==> src/rtl/dm_arbiter.sv <==
// dm_arbiter: two-port arbiter and single-stage access sequencer for the
// 16x16 data memory. Port 0 is the CPU load/store unit, port 1 the
// debug/DMA loader.
//
// Ports:
//   clk, reset            clock and synchronous active-high reset
//   req/we/addr/wdata{0,1} request channel per port (held until granted)
//   gnt{0,1}              combinational grant for the current cycle
//   rvalid/rdata{0,1}     registered read return, two cycles after grant
//   err{0,1}              registered out-of-range pulse, two cycles after grant
//   dm_addr/dm_wdata/dm_wen  memory drive during the access cycle
//   dm_rdata              combinational read data from memory
//
// Build option: define DM_ARB_CPU_PRIO_EN for fixed port-0 priority with a
// MAX_WAIT starvation limit on port 1; default build is round-robin.
module dm_arbiter #(
    parameter int unsigned DATA_W   = 16,
    parameter int unsigned ADDR_W   = 5,
    parameter int unsigned DEPTH    = 16,
    parameter int unsigned MAX_WAIT = 7
) (
    input  logic              clk,
    input  logic              reset,
    input  logic              req0,
    input  logic              req1,
    input  logic              we0,
    input  logic              we1,
    input  logic [ADDR_W-1:0] addr0,
    input  logic [ADDR_W-1:0] addr1,
    input  logic [DATA_W-1:0] wdata0,
    input  logic [DATA_W-1:0] wdata1,
    output logic              gnt0,
    output logic              gnt1,
    output logic              rvalid0,
    output logic              rvalid1,
    output logic [DATA_W-1:0] rdata0,
    output logic [DATA_W-1:0] rdata1,
    output logic              err0,
    output logic              err1,
    output logic [ADDR_W-1:0] dm_addr,
    output logic [DATA_W-1:0] dm_wdata,
    output logic              dm_wen,
    input  logic [DATA_W-1:0] dm_rdata
);

    // The wait counter is 3 bits wide, so the limit must fit in it.
    if (MAX_WAIT < 1 || MAX_WAIT > 7) begin : g_bad_max_wait
        $error("dm_arbiter: MAX_WAIT must be in 1..7");
    end

    localparam logic [ADDR_W:0] DEPTH_L = (ADDR_W+1)'(DEPTH);

    typedef enum logic {IDLE, ACCESS} state_e;

    state_e            state_q, state_d;
    logic              port_q, port_d;
    logic              we_q, we_d;
    logic [ADDR_W-1:0] addr_q, addr_d;
    logic [DATA_W-1:0] wdata_q, wdata_d;
    logic              rvalid0_q, rvalid0_d, rvalid1_q, rvalid1_d;
    logic              err0_q, err0_d, err1_q, err1_d;
    logic [DATA_W-1:0] rdata0_q, rdata0_d, rdata1_q, rdata1_d;
    logic              in_range;

    assign in_range = ({1'b0, addr_q} < DEPTH_L);

`ifdef DM_ARB_CPU_PRIO_EN
    logic [2:0] wait_q, wait_d;
    logic       starve;

    assign starve = (wait_q >= 3'(MAX_WAIT));

    // Fixed port-0 priority; a starved port 1 takes the next contended cycle.
    always_comb begin : arb_comb
        gnt0   = 1'b0;
        gnt1   = 1'b0;
        wait_d = wait_q;
        if (!reset) begin
            if (req0 && req1) begin
                gnt1 = starve;
                gnt0 = !starve;
            end else begin
                gnt0 = req0;
                gnt1 = req1;
            end
        end
        if (gnt1) begin
            wait_d = '0;
        end else if (req1 && !starve) begin
            wait_d = wait_q + 3'd1;
        end
    end

    always_ff @(posedge clk) begin : wait_reg
        if (reset) wait_q <= '0;
        else       wait_q <= wait_d;
    end
`else
    logic ptr_q, ptr_d;  // port granted most recently

    // Round-robin: under contention the port not granted last wins.
    always_comb begin : arb_comb
        gnt0  = 1'b0;
        gnt1  = 1'b0;
        ptr_d = ptr_q;
        if (!reset) begin
            if (req0 && req1) begin
                gnt1 = !ptr_q;
                gnt0 = ptr_q;
            end else begin
                gnt0 = req0;
                gnt1 = req1;
            end
        end
        if (gnt0)      ptr_d = 1'b0;
        else if (gnt1) ptr_d = 1'b1;
    end

    always_ff @(posedge clk) begin : ptr_reg
        if (reset) ptr_q <= 1'b0;
        else       ptr_q <= ptr_d;
    end
`endif

    // Access stage next state, memory drive and completion.
    always_comb begin : access_comb
        state_d   = state_q;
        port_d    = port_q;
        we_d      = we_q;
        addr_d    = addr_q;
        wdata_d   = wdata_q;
        rvalid0_d = 1'b0;
        rvalid1_d = 1'b0;
        err0_d    = 1'b0;
        err1_d    = 1'b0;
        rdata0_d  = '0;
        rdata1_d  = '0;
        dm_addr   = '0;
        dm_wdata  = '0;
        dm_wen    = 1'b0;

        if (gnt0 || gnt1) begin
            state_d = ACCESS;
            port_d  = gnt1;
            we_d    = gnt1 ? we1    : we0;
            addr_d  = gnt1 ? addr1  : addr0;
            wdata_d = gnt1 ? wdata1 : wdata0;
        end else begin
            state_d = IDLE;
        end

        if (state_q == ACCESS) begin
            dm_addr  = addr_q;
            dm_wdata = wdata_q;
            // Gated by reset so an access interrupted by reset never commits.
            dm_wen   = we_q && in_range && !reset;
            if (!in_range) begin
                err0_d = !port_q;
                err1_d = port_q;
            end else if (!we_q) begin
                rvalid0_d = !port_q;
                rvalid1_d = port_q;
                if (port_q) rdata1_d = dm_rdata;
                else        rdata0_d = dm_rdata;
            end
        end
    end

    always_ff @(posedge clk) begin : access_reg
        if (reset) begin
            state_q   <= IDLE;
            port_q    <= 1'b0;
            we_q      <= 1'b0;
            addr_q    <= '0;
            wdata_q   <= '0;
            rvalid0_q <= 1'b0;
            rvalid1_q <= 1'b0;
            err0_q    <= 1'b0;
            err1_q    <= 1'b0;
            rdata0_q  <= '0;
            rdata1_q  <= '0;
        end else begin
            state_q   <= state_d;
            port_q    <= port_d;
            we_q      <= we_d;
            addr_q    <= addr_d;
            wdata_q   <= wdata_d;
            rvalid0_q <= rvalid0_d;
            rvalid1_q <= rvalid1_d;
            err0_q    <= err0_d;
            err1_q    <= err1_d;
            rdata0_q  <= rdata0_d;
            rdata1_q  <= rdata1_d;
        end
    end

    assign rvalid0 = rvalid0_q;
    assign rvalid1 = rvalid1_q;
    assign err0    = err0_q;
    assign err1    = err1_q;
    assign rdata0  = rdata0_q;
    assign rdata1  = rdata1_q;

endmodule
==> config.mk <==
export PLATFORM = sky130hd
export DESIGN_NAME = dm_arbiter
export DESIGN_NICKNAME = d
export VERILOG_FILES = /design/src/rtl/dm_arbiter.sv
export SDC_FILE = /design/constraint.sdc
export NUM_CORES = 1
export LEC_CHECK = 0
export ABC_CLOCK_PERIOD_IN_PS = 1700
export BUFFER_PORTS_ARGS = -buffer_cell sky130_fd_sc_hd__buf_2
export CAP_MARGIN = 20
export CORE_UTILIZATION = 44
export CTS_CLUSTER_SIZE = 8
export DETAILED_ROUTE_END_ITERATION = 8
export PLACE_DENSITY = 0.79
export SLEW_MARGIN = 40
export SYNTH_ARGS = -nofsm -noshare
export SYNTH_HDL_FRONTEND = slang
export SYNTH_SLANG_ARGS = --single-unit
==> constraint.sdc <==
create_clock -name clk -period 1.7 [get_ports clk]
set_input_delay 0 -clock clk [delete_from_list [all_inputs] [get_ports clk]]
set_output_delay 0 -clock clk [all_outputs]
set_load 0.02 [all_outputs]
==> results_dict.tcl <==
set metrics [dict create \
    crit_family "buffers and inverters" \
    yosysTopAreaCellShare_pct 52.87 \
    cts.path.max_buffers 2 \
    clockRootBuffer "clkbuf_8" \
    ir_drop_mv 0.4217 \
    cap_viol_max_count 0 \
    path_cells "dlygate4sd3_1, buf_2, nor3_2, buf_4, a221o_1" \
    clkLatencyLatePin_ns 0.32 \
    start_util_pct 45.51 \
    wl_per_cell_um 14.22 \
    die_area_um2 5543 \
    cp-end-kind "flip-flop" \
    post_cts_buffers 0 \
    placementRows 26 \
    yosysWarnings 0 \
    die_h_um 74.45 \
    crit_type "in -> reg" \
    critical_path_arrival_ns 1.73 \
    syn_inst 220 \
    hold_path_depth 3 \
    routed_wl_um 6456 \
    critPathLaunchType "primary input" \
    mostFrequentLayoutCells "buf_2 (123), dfxtp_1 (61), and3_1 (38)" \
    ys_seq_area_share_pct 52.87 \
    hold_class "in -> reg" \
    finalCriticalPeriod_ns 1.466 \
    first_global_vias 2163 \
    min_to "wdata_q[8]" \
    synth-seq-cells 61 \
    synth_area_per_cell_um2 10.50 \
    ant_nets 0 \
    core_area_um2 5075 \
    grt_pass1_wl_um 9991 \
    gp_congestion 0.7922 \
    path_buf_inv 3 \
    cts_num_sinks 61 \
    drc_errors 0 \
    synth_top_flop_cell "dfxtp_1" \
    vias_per_cell 4.910 \
    critPathMaxStageDelay_ns 0.55 \
    cts_resized 0 \
    worstHoldStart "wdata1[8]" \
    grt_max_degree 24 \
    vias 2229 \
    cts_tree "built" \
    drtIter0Drc 66 \
    timing.final.ws_setup_ns 0.2342 \
    yosysUniqueCellTypes 22 \
    grt_overflow 0 \
    outcome "completed" \
    clock_skew_ns 0.005225 \
    io_buffers 123 \
    worstPathMaxFanout 13 \
    nNetsFinal 443 \
    worstPathRequired_ns 1.96 \
    mostFrequentLayoutCell "buf_2" \
    synth_edf_count 0 \
    netlist_area_um2 2310 \
    numCtsBuffers 9 \
    power.density_nw_per_um2 919.9 \
    finalSetupViolations 0 \
    ios 124 \
    cp_slowest_cell "nor3_2" \
    r2r_cells 3 \
    dp_slack_ns 0.4144 \
    rsz0062_at_grt "false" \
    clkTransAtPathRegs_ns 0.07 \
    fin_tns_setup_ns 0 \
    worstReg2RegEnd "rdata0[8]" \
    final-max-slew-violation-count 0 \
    fp.dieW_um 74.45 \
    fmax_ghz 0.6822 \
    grt_antenna_before_repair 0 \
    htreeDepth 3 \
    synth_area_leaders "dfxtp_1 (53%), and3_1 (10%), and2_1 (10%), a221o_1 (9.5%), nor3b_1 (7.8%)" \
    diodes 0 \
    min_period_over_period_pct 86.22 \
    synth_top_area_cell "dfxtp_1" \
    max_slew.worst_pin.slew_ns 0.6155 \
    relSlewSlack_pct 58.74 \
    reg2reg_slack_ns 0.40 \
    grt_usage_pct 24.20 \
    rr_startpoint "state_q" \
    report.final.hold_viol_count 0 \
    area_growth_pct 52.82 \
    synthArstFlopShare_pct 0 \
    syn_nets 284 \
    p_leak_nw 1.863 \
    dp_hpwl_um 4113 \
    dr.pass1.iters 4 \
    drive_above_1_share_pct 40.63 \
]
-- flip-flops by register name (all words and copies together) (netlist names) --
register / cells
port_q: 1
ptr_q: 1
wdata_q: 16
rvalid1: 1
rvalid0: 1
err1: 1
rdata1: 16
we_q: 1
addr_q: 5
state_q: 1
err0: 1
rdata0: 16
-- timing repair --
action / CTS / global route
hold buffers: 33 / 0
setup endpoints to repair: 0 / 0
endpoints found under the hold margin: 49 / 0
-- logic make-up (layout without fill, tap and decap cells) --
family	Yosys count	count (layout)	share of synthesized area (%)
compound gates	25	25	10.45
buf+inv	22	186	4.442
flops	61	61	52.87
simple gates	112	112	32.23
-- per-layer routing --
layer / share of wire, % / vias up / track usage (%)
li1: - / 1100 / -
met2: 49 / 107 / 41.34
met3: 8.4 / 8 / 8.808
met4: 1.2 / 0 / 9.224
met5: 0 / - / 0
met1: 41 / 1014 / 27.53
-- cells in the mapped netlist (all sizes together), types with 2 or more instances --
cell,instances
dfxtp,61
and3,38
and2,37
nor3b,24
a221o,22
buf,11
clkbuf,9
nand2,3
nor2,3
a21oi,2
inv,2
nor2b,2
nor3,2
-- worst max-delay path by stage --
stage	start	endpoint	slack, ns	depth (start not counted)
6_report	req1	wdata_q[9]	0.23	5
5_1_grt	req1	wdata_q[9]	0.16	5
4_1_cts	req1	wdata_q[9]	0.27	5
3_5_place_dp	state_q	rdata0[9]	0.41	3
3_3_place_gp	ptr_q	wdata_q[11]	0.47	4
2_1_floorplan	ptr_q	wdata_q[10]	0.47	4
-- worst reg2reg max path, stage by stage, from the launching register on --
cell,delay [ns]
dfxtp_1,0.48
nor4b_4,0.26
and2b_2,0.33
and2_1,0.18
-- area by class of cell --
class,count,area (µm²)
repair buffers,168,1036
multi-input cells,137,985.9
clock buffers,11,141.4
well taps,70,87.58
fillers,388,1545
clock inverters,5,50.05
inverters,2,7.507
flip-flops and latches,61,1221
-- stage by stage --
stage / cells / instance area (µm²) / utilization [%] / total power [W] / hold WS [ns]
floorplan: 220 / 2310 / - / 0.001811 / 0.1217
global route: 454 / 3530 / 69.55 / 0.003389 / 0.02022
global placement: 405 / 3008 / 59.27 / 0.001980 / 0.2122
detailed placement: 405 / 3008 / 59.27 / 0.001987 / 0.2164
CTS: 454 / 3530 / 69.55 / 0.003268 / 0.0001210
finish: 454 / 3530 / 69.55 / 0.003247 / 0.01782
-- report_power, final --
| part | switching [W] | internal [W] |
|---|---|---|
| Sequential | 0.0000429 | 0.00150 |
| Clock | 0.000518 | 0.000707 |
| Combinational | 0.000229 | 0.000246 |
| Total | 0.000790 | 0.00246 |
(Power assumes the default switching activity.)
